### src/rtl/fp_adder_pipe.sv
// fp_adder_pipe: 3-stage pipelined floating-point adder (RNE, flush-to-zero) with valid/ready flow control.
// Define FP_ADDER_FLAGS_EN to add flags[3:0] = {invalid, overflow, underflow, inexact} aligned with result.
module fp_adder_pipe #(
  parameter int EXP_W = 5,
  parameter int MAN_W = 10
) (
  input  logic                 clk,
  input  logic                 rst_n,
  input  logic                 in_valid,
  output logic                 in_ready,
  input  logic [EXP_W+MAN_W:0] a,
  input  logic [EXP_W+MAN_W:0] b,
  output logic                 out_valid,
  input  logic                 out_ready,
  output logic [EXP_W+MAN_W:0] result
`ifdef FP_ADDER_FLAGS_EN
  ,
  output logic [3:0]           flags
`endif
);

  localparam int W   = 1 + EXP_W + MAN_W;
  localparam int SIG = MAN_W + 1;
  localparam int EXT = MAN_W + 4;
  localparam int SUM = MAN_W + 5;
  localparam int EW  = EXP_W + 2;
  localparam int LZW = $clog2(SUM + 1);

  localparam logic [EXP_W-1:0] EXP_ONES = '1;
  localparam logic [W-1:0]     QNAN     = {1'b0, EXP_ONES, 1'b1, {(MAN_W-1){1'b0}}};
  localparam logic [EW-1:0]    E_MAX    = EW'((1 << EXP_W) - 1);
  localparam logic [31:0]      COLLAPSE = 32'(EXT - 1);

  logic v1, v2, v3;
  logic ready1, ready2, ready3;

  assign ready3    = !v3 || out_ready;
  assign ready2    = !v2 || ready3;
  assign ready1    = !v1 || ready2;
  assign in_ready  = ready1;
  assign out_valid = v3;

  // ---------------- S1: unpack, classify, order by magnitude ----------------
  logic                   sa, sb;
  logic [EXP_W-1:0]       ea, eb;
  logic [MAN_W-1:0]       ma, mb;
  logic                   a_nan, b_nan, a_inf, b_inf, a_zero, b_zero, a_big;
  logic [EXP_W+MAN_W-1:0] mag_a, mag_b;
  logic [EXP_W-1:0]       ea_f, eb_f;
  logic [SIG-1:0]         sig_a, sig_b;
  logic                   spec_d;
  logic [W-1:0]           spec_res_d;

  assign {sa, ea, ma} = a;
  assign {sb, eb, mb} = b;
  assign a_nan  = (ea == EXP_ONES) && (ma != '0);
  assign b_nan  = (eb == EXP_ONES) && (mb != '0);
  assign a_inf  = (ea == EXP_ONES) && (ma == '0);
  assign b_inf  = (eb == EXP_ONES) && (mb == '0);
  assign a_zero = (ea == '0);
  assign b_zero = (eb == '0);
  assign mag_a  = a_zero ? '0 : {ea, ma};
  assign mag_b  = b_zero ? '0 : {eb, mb};
  assign a_big  = mag_a >= mag_b;
  assign ea_f   = a_zero ? '0 : ea;
  assign eb_f   = b_zero ? '0 : eb;
  assign sig_a  = a_zero ? '0 : {1'b1, ma};
  assign sig_b  = b_zero ? '0 : {1'b1, mb};

  always_comb begin
    spec_d     = 1'b1;
    spec_res_d = QNAN;
    if (a_nan || b_nan || (a_inf && b_inf && (sa != sb))) spec_res_d = QNAN;
    else if (a_inf) spec_res_d = {sa, EXP_ONES, {MAN_W{1'b0}}};
    else if (b_inf) spec_res_d = {sb, EXP_ONES, {MAN_W{1'b0}}};
    else spec_d = 1'b0;
  end

`ifdef FP_ADDER_FLAGS_EN
  logic inv_d;
  assign inv_d = (a_nan && !ma[MAN_W-1]) || (b_nan && !mb[MAN_W-1]) ||
                 (a_inf && b_inf && (sa != sb));
  logic s1_inv, s2_inv;
`endif

  logic             s1_sign, s1_sub, s1_spec;
  logic [EXP_W-1:0] s1_exp, s1_diff;
  logic [SIG-1:0]   s1_sigx, s1_sigy;
  logic [W-1:0]     s1_spec_res;

  // ---------------- S2: align the smaller operand, add or subtract ----------------
  logic [2*EXT-1:0] y_wide;
  logic [EXT-1:0]   y_al;
  logic [SUM-1:0]   x_al, sum_d;

  always_comb begin
    y_wide = {s1_sigy, 3'b000, {EXT{1'b0}}} >> s1_diff;
    if (32'(s1_diff) >= COLLAPSE) y_al = {{(EXT-1){1'b0}}, |s1_sigy};
    else y_al = {y_wide[2*EXT-1:EXT+1], y_wide[EXT] | (|y_wide[EXT-1:0])};
    x_al  = {1'b0, s1_sigx, 3'b000};
    sum_d = s1_sub ? (x_al - {1'b0, y_al}) : (x_al + {1'b0, y_al});
  end

  logic             s2_sign, s2_sub, s2_spec;
  logic [EXP_W-1:0] s2_exp;
  logic [SUM-1:0]   s2_sum;
  logic [W-1:0]     s2_spec_res;

  // ---------------- S3: normalise, round to nearest even, pack ----------------
  logic [LZW-1:0] lzc;
  logic [EXT-1:0] nm;
  logic [EW-1:0]  e_base, e_norm, e_rnd;
  logic [SIG:0]   mant_rnd;
  logic [MAN_W-1:0] man_out;
  logic           round_up, res_zero, ovf, unf;
  logic [W-1:0]   res_d;

  always_comb begin
    lzc = '0;
    for (int i = 0; i < EXT; i++)
      if (s2_sum[i]) lzc = LZW'(EXT - 1 - i);
    e_base = {2'b00, s2_exp};
    if (s2_sum[SUM-1]) begin
      nm     = {s2_sum[SUM-1:2], s2_sum[1] | s2_sum[0]};
      e_norm = e_base + EW'(1);
    end else begin
      nm     = s2_sum[EXT-1:0] << lzc;
      e_norm = e_base - {{(EW-LZW){1'b0}}, lzc};
    end
    round_up = nm[2] && (nm[3] || nm[1] || nm[0]);
    mant_rnd = {1'b0, nm[EXT-1:3]} + {{SIG{1'b0}}, round_up};
    // Rounding carry leaves 10..0, so dropping the LSB renormalises it.
    e_rnd    = mant_rnd[SIG] ? (e_norm + EW'(1)) : e_norm;
    man_out  = mant_rnd[SIG] ? mant_rnd[MAN_W:1] : mant_rnd[MAN_W-1:0];
    res_zero = (s2_sum == '0);
    ovf      = !e_rnd[EW-1] && (e_rnd >= E_MAX);
    unf      = e_rnd[EW-1] || (e_rnd == '0);

    if (s2_spec)       res_d = s2_spec_res;
    else if (res_zero) res_d = {s2_sign && !s2_sub, {(W-1){1'b0}}};
    else if (ovf)      res_d = {s2_sign, EXP_ONES, {MAN_W{1'b0}}};
    else if (unf)      res_d = {s2_sign, {(W-1){1'b0}}};
    else               res_d = {s2_sign, e_rnd[EXP_W-1:0], man_out};
  end

`ifdef FP_ADDER_FLAGS_EN
  logic [3:0] flags_d;
  logic       fin;
  always_comb begin
    fin     = !s2_spec && !res_zero;
    flags_d = {s2_spec && s2_inv,
               fin && ovf,
               fin && !ovf && unf,
               fin && ((nm[2:0] != '0) || ovf || unf)};
  end
`endif

  always_ff @(posedge clk or negedge rst_n) begin
    if (!rst_n) begin
      v1          <= 1'b0;
      v2          <= 1'b0;
      v3          <= 1'b0;
      s1_sign     <= 1'b0;
      s1_sub      <= 1'b0;
      s1_spec     <= 1'b0;
      s1_exp      <= '0;
      s1_diff     <= '0;
      s1_sigx     <= '0;
      s1_sigy     <= '0;
      s1_spec_res <= '0;
      s2_sign     <= 1'b0;
      s2_sub      <= 1'b0;
      s2_spec     <= 1'b0;
      s2_exp      <= '0;
      s2_sum      <= '0;
      s2_spec_res <= '0;
      result      <= '0;
`ifdef FP_ADDER_FLAGS_EN
      s1_inv      <= 1'b0;
      s2_inv      <= 1'b0;
      flags       <= '0;
`endif
    end else begin
      if (ready1) begin
        v1 <= in_valid;
        if (in_valid) begin
          s1_sign     <= a_big ? sa : sb;
          s1_sub      <= sa ^ sb;
          s1_spec     <= spec_d;
          s1_spec_res <= spec_res_d;
          s1_exp      <= a_big ? ea_f : eb_f;
          s1_diff     <= a_big ? (ea_f - eb_f) : (eb_f - ea_f);
          s1_sigx     <= a_big ? sig_a : sig_b;
          s1_sigy     <= a_big ? sig_b : sig_a;
`ifdef FP_ADDER_FLAGS_EN
          s1_inv      <= inv_d;
`endif
        end
      end
      if (ready2) begin
        v2 <= v1;
        if (v1) begin
          s2_sign     <= s1_sign;
          s2_sub      <= s1_sub;
          s2_spec     <= s1_spec;
          s2_spec_res <= s1_spec_res;
          s2_exp      <= s1_exp;
          s2_sum      <= sum_d;
`ifdef FP_ADDER_FLAGS_EN
          s2_inv      <= s1_inv;
`endif
        end
      end
      if (ready3) begin
        v3 <= v2;
        if (v2) begin
          result <= res_d;
`ifdef FP_ADDER_FLAGS_EN
          flags  <= flags_d;
`endif
        end
      end
    end
  end

endmodule

### config.mk
export PLATFORM = sky130hd
export DESIGN_NAME = fp_adder_pipe
export DESIGN_NICKNAME = d
export VERILOG_FILES = /design/src/rtl/fp_adder_pipe.sv
export SDC_FILE = /design/constraint.sdc
export NUM_CORES = 1
export LEC_CHECK = 0
export ABC_AREA = 1
export CORE_ASPECT_RATIO = 0.5
export CORE_UTILIZATION = 49
export DETAILED_ROUTE_END_ITERATION = 8
export PLACE_DENSITY = 0.65
export SLEW_MARGIN = 20
export SYNTH_ARGS = -nofsm -noshare
export SYNTH_HDL_FRONTEND = slang
export SYNTH_SLANG_ARGS = --single-unit
### constraint.sdc
create_clock -name clk -period 4.45 [get_ports clk]
set_clock_uncertainty 0.2 [all_clocks]
set_input_delay 0.89 -clock clk [delete_from_list [all_inputs] [get_ports clk]]
set_output_delay 0.89 -clock clk [all_outputs]
set_load 0.01 [all_outputs]
# == Word-level counts from Yosys, hierarchy flattened ==
# Index checks and enable logic that the tools add are counted.
# word_totals
reg_bits,109
in_bits,36
out_inout_bits,18
elab_cells,113
# classes
n_addsub,8
order_cmp,3
eq_ne,3
shifts,2
n_mux,41
bitwise,3
reduce_logical,35
# op_table
operator,count
16-bit 2-to-1 mux,5
15-bit 2-to-1 mux,5
4-bit 2-to-1 mux,14
11-bit 2-to-1 mux,4
14-bit 2-to-1 mux,2
28-bit by 5-bit >> shifter with 28-bit output,1
10-bit logical NOT,2
5-bit 2-to-1 mux,4
10-bit nonzero test,2
14-bit by 14-bit adder with 15-bit output,1
15-bit greater-or-equal comparator,1
15-bit logical NOT,1
14-bit by 14-bit subtractor with 15-bit output,1
7-bit 2-to-1 mux,2
14-bit OR reduction,1
14-bit by 4-bit left shift with 14-bit output,1
11-bit by 1-bit adder with 12-bit output,1
11-bit OR reduction,1
"5-bit equality test, second input constant",2
5-bit logical NOT,2
10-bit 2-to-1 mux,1
5-bit subtractor,2
1-bit logical AND,9
1-bit logical OR,8
12 further kinds,22

# == Longest topological paths before layout ==
# depth
word_depth,27
ltp_mapped,34
depth_no_buf,33

# == Worst setup path before layout ==
# No wires, ideal clock.
# synth_path
path_type,input-to-reg
start,input b[11]
end,register s1_exp[1]
setup_ns,0.131
t_arrival_ns,3.436
required_ns,4.119
setup_slack_ns,0.683
path_stages,18
n_path_buf,4
cell_sequence,inv_1 -> nand3_1 -> clkbuf_1 -> buf_1 -> nand2_1 -> ha_1 -> nand2_1 -> o21ai_0 -> a21oi_1 -> o21a_1 -> nor2_1 -> o21ai_0 -> nand3_1 -> clkbuf_1 -> clkbuf_1 -> a21oi_1 -> o21ai_0 -> o21ai_0
# synth_via
elab_chain_len,4
elab_cells_between_ends,5
classes_between,order compare (1); mux (3); reduce/logical (1)
# synth_lines
element,line,rtl
start: declaration,12,"input logic [EXP_W+MAN_W:0] b,"
5-bit logical NOT,61,assign b_zero = (eb == '0);
15-bit 2-to-1 mux,63,"assign mag_b = b_zero ? '0 : {eb, mb};"
15-bit greater-or-equal comparator,64,assign a_big = mag_a >= mag_b;
5-bit 2-to-1 mux (*),191,s1_exp <= a_big ? ea_f : eb_f;
end signal: assignment,191,
end: declaration,87,"logic [EXP_W-1:0] s1_exp, s1_diff;"
# Every way passes the cells marked *; elsewhere a longest branch is shown, timed or not.
# A chain may end at the register's enable or synchronous reset.

# == Worst setup path in the final report ==
# layout_path
start,input a[12]
end,register s1_diff[3]
# layout_via
elab_chain_len,4
elab_cells_between_ends,7
classes_between,add/sub (2); order compare (1); mux (3); reduce/logical (1)
# layout_lines
element,line,rtl
start: declaration,11,"input logic [EXP_W+MAN_W:0] a,"
5-bit logical NOT,60,assign a_zero = (ea == '0);
15-bit 2-to-1 mux or 5-bit 2-to-1 mux (tied branches),"62, 65",
15-bit greater-or-equal comparator or 5-bit subtractor (tied branches),"64, 192",
5-bit 2-to-1 mux (*),192,s1_diff <= a_big ? (ea_f - eb_f) : (eb_f - ea_f);
end signal: assignment,192,
end: declaration,87,
# Marked as above.

==> metrics.md <==
| Metric | Value |
|---|---|
| Outcome | finished, final reports clean |
| Final Hold Viols | 0 |
| EDFF count, synth | 0 |
| First-pass GRT wire length | 32700 um |
| Max Cap Viol | 0 |
| Min-delay src | result[5] |
| Initial cell density of the core | 0.508 |
| DIE HEIGHT | between 80 and 90 um |
| CTS buffer count | 9 |
| Root Buffer | clkbuf_16 |
| CP Data Arrival Time | 4.10 ns |
| Setup Crit Path Kind | input port to flop |
| DPL Wire Length | about 16000 um |
| Min-delay worst type | flop to flop |
| Synthesized cell area | between 0.007 and 0.008 mm2 |
| WP data required | ~4.5 ns |
| Syn. warnings | 0 |
| Seq cells post-synth | 83 |
| Worst Setup End Kind | flop |
| Pleak | ~4.3 nW |
| Synthesis-to-finish area growth | 14.7% |
| Period utilization | 0.906 |
| Total Negative Setup Slacks | 0 ns |
| Gpl congestion | 0.916 |
| Critical Path Max Stage Delay | roughly 0.47 ns |
| Highest-delay cell along the critical path | clkdlybuf4s50_1 |
| RSZ-0062 raised after global routing | false |
| Synth Instances | roughly 1100 |
| Sink Count | 83 |
| Vias in the first global route | between 6000 and 7000 |
| Mean Syn Cell Area | between 6 and 7 um2 |
| Area share of the largest cell type after synthesis | 0.279 |
| Vias | approximately 7400 |
| Layout cells sized above 1 | 0.0640 |
| Final wirelength | around 20000 um |
| Crit-path cells | clkdlybuf4s50_1, nor3_1, nand3_1, nand2_1, inv_1, ha_1, nand2_1, o21ai_0, a21oi_1, o21a_1, nor2_1, o21ai_0, nand3_1, buf_4, mux2i_1, xnor2_1, nand2_1, o21ai_0 |
| Reg2reg path depth | 32 |
| Post-synth top flop | dfrtp_1 |
| Slew headroom | 0.445 |
| Port bufs | between 50 and 60 |
| Clock Path Buffers | 2 |
| Diode count | 0 |
| Hold Slack | approximately 0.28 ns |
| Drt wl/cell | 14.5 um |
| Max VDD drop | 310 uV |
| DRT Pass-1 Iters | 5 |
| Initial detailed-routing violation count | around 570 |
| Largest net degree at the start of global routing | 57 |
| Sequential area share after synthesis | 0.279 |
| Gr ovfl total | 0 |
| Hold buffers post-CTS | 0 |
| PwrDens | approximately 670 mW/mm2 |
| Worst-path fanout max | 23 |
| Die X-Extent | about 180 um |
| Die Footprint | around 0.016 mm2 |
| Core Rows | 31 |
| CTS tree | built |
| Initial antenna violation count | 0 |
| Mapped Nets | about 1200 |
| Clock Pin Slew Worst Setup and Hold Paths | 0.07 ns |
| Worst Tran Pin Value | roughly 0.8 ns |
| Gr usage total | 0.264 |
| Detail Route Antenna Nets | 0 |
| Max-slew violations | 0 |
| Synth cell types | 51 |
| CP startpoint kind | input port |
| Final setup viols | 0 |
| Area leader, netlist | dfrtp_1 |
| Reg2reg start | s2_sum[1] |
| Most frequent cells in the layout | nand2_1, inv_1, nand3_1, o21ai_0, a21oi_1 |
| Vias per inst | between 5 and 6 |
| Core area | roughly 0.015 mm2 |
| Worst-skew pair later-pin latency | approximately 0.35 ns |
| Commonest non-fill, non-tap cell in the layout | nand2_1 |
| H-tree Lvls | 3 |
| Boundary Pins | 54 |
| DRC errors left | 0 |
| Asr flop ratio synth | 1.00 |
| Fmax | ~250 MHz |
| Reg2reg setup slack | ~0.47 ns |
| Hold path cells | 2 |
| Final min period | about 4.0 ns |
| Synth top area cells | dfrtp_1, nand2_1, ha_1 |
| Worst R2R End | result[13] |
| Min-Delay Endpoint | result[5] |
| Final Net Count | ~1300 |
## timing repair
| action | 4_1_cts | 5_1_grt |
|---|---|---|
| setup buffers | 0 | 1 |
| hold endpoints to repair | 0 | 0 |
| setup endpoints to repair | 0 | 15 |
| resized for setup | 0 | 7 |
## layer usage
metal  part of all wire  vias to the layer above  GRT usage
met5                  0                        -          0
met4              0.012                        0     0.0609
met3              0.054                       23     0.0446
met2               0.42                      217      0.420
met1               0.51                     3338      0.374
li1                   -                     3789          -
## flip-flops by register name, summed over array words and instances (netlist names), 3 cells and up
| signal | cells |
|---|---|
| s1_spec_res | 3 |
| s2_spec_res | 3 |
| result | 16 |
| s1_diff | 5 |
| s2_sum | 15 |
| s1_sigx | 11 |
| s2_exp | 5 |
| s1_exp | 5 |
| s1_sigy | 11 |
## Yosys cell counts, types with 3 or more instances
library cell,n
nand2_1,270
inv_1,151
nand3_1,97
o21ai_0,95
a21oi_1,88
dfrtp_1,83
nor2_1,80
ha_1,51
clkbuf_1,35
xor2_1,21
a22oi_1,12
nor3_1,11
o21ai_1,11
nand4_1,10
a31oi_1,8
inv_2,8
o22ai_1,8
mux2i_1,7
nand2_2,7
nor4_1,6
o31ai_1,5
buf_2,4
clkinv_1,4
fa_1,4
nor2_2,4
o211ai_1,4
xnor2_1,4
o221ai_1,3
## worst max-delay path: cells and delay by family
kind	cells	cell delay (ns)
fa+ha+maj	1	0.32
buf+inv	3	0.86
compound gates	5	0.61
mux	1	0.28
xor+xnor	1	0.14
simple gates	7	0.99
## final cells by class
| cell class | count | area, um2 |
|---|---|---|
| fillers | 1455 | 6100 |
| multi-input cells | 835 | 4580 |
| flip-flops and latches | 83 | 2080 |
| repair buffers | 75 | 693 |
| inverters | 163 | 612 |
| well taps | 198 | 248 |
| clock buffers | 9 | 225 |
| clock inverters | 7 | 83.8 |
## logic make-up after synthesis
group                    synth area share
multiplexers                      0.00943
adder cells (fa/ha/maj)            0.0966
XOR/XNOR                           0.0295
AO/OA/AOI/OAI                       0.189
AND/OR/NAND/NOR                     0.290
buffers and inverters               0.107
flip-flops                          0.279
## power by group
| group | internal (mW) | switching (mW) | total (mW) |
|---|---|---|---|
| logic | 1.33 | 2.36 | 3.69 |
| registers | 0.991 | 0.253 | 1.24 |
| clock network | 0.446 | 0.347 | 0.793 |
## worst max-delay path by stage
stage               startpoint          to  slack [ns]  cells past startpoint
global placement         a[12]  s1_diff[3]        0.21                     18
finish                   a[12]  s1_diff[3]        0.42                     18
detailed placement       a[12]  s1_diff[3]        0.15                     18
global route             a[13]  s1_diff[3]        0.03                     18
floorplan                b[11]   s1_exp[1]        0.68                     18
CTS                  s2_sum[1]   result[8]        0.24                     29
## metrics by stage
| step | area [um2] | utilization | power, mW | setup slack, ns | instances |
|---|---|---|---|---|---|
| 4_1_cts | 8490 | 0.581 | 5.68 | 0.245 | 1369 |
| 3_5_place_dp | 8190 | 0.560 | 4.87 | 0.152 | 1353 |
| 2_1_floorplan | 7430 | - | 3.94 | 0.683 | 1124 |
| 5_1_grt | 8520 | 0.583 | 6.33 | 0.0284 | 1370 |
| 3_3_place_gp | 8190 | 0.560 | 4.82 | 0.211 | 1353 |
| 6_report | 8520 | 0.583 | 5.72 | 0.417 | 1370 |
(Power assumes the default switching activity.)
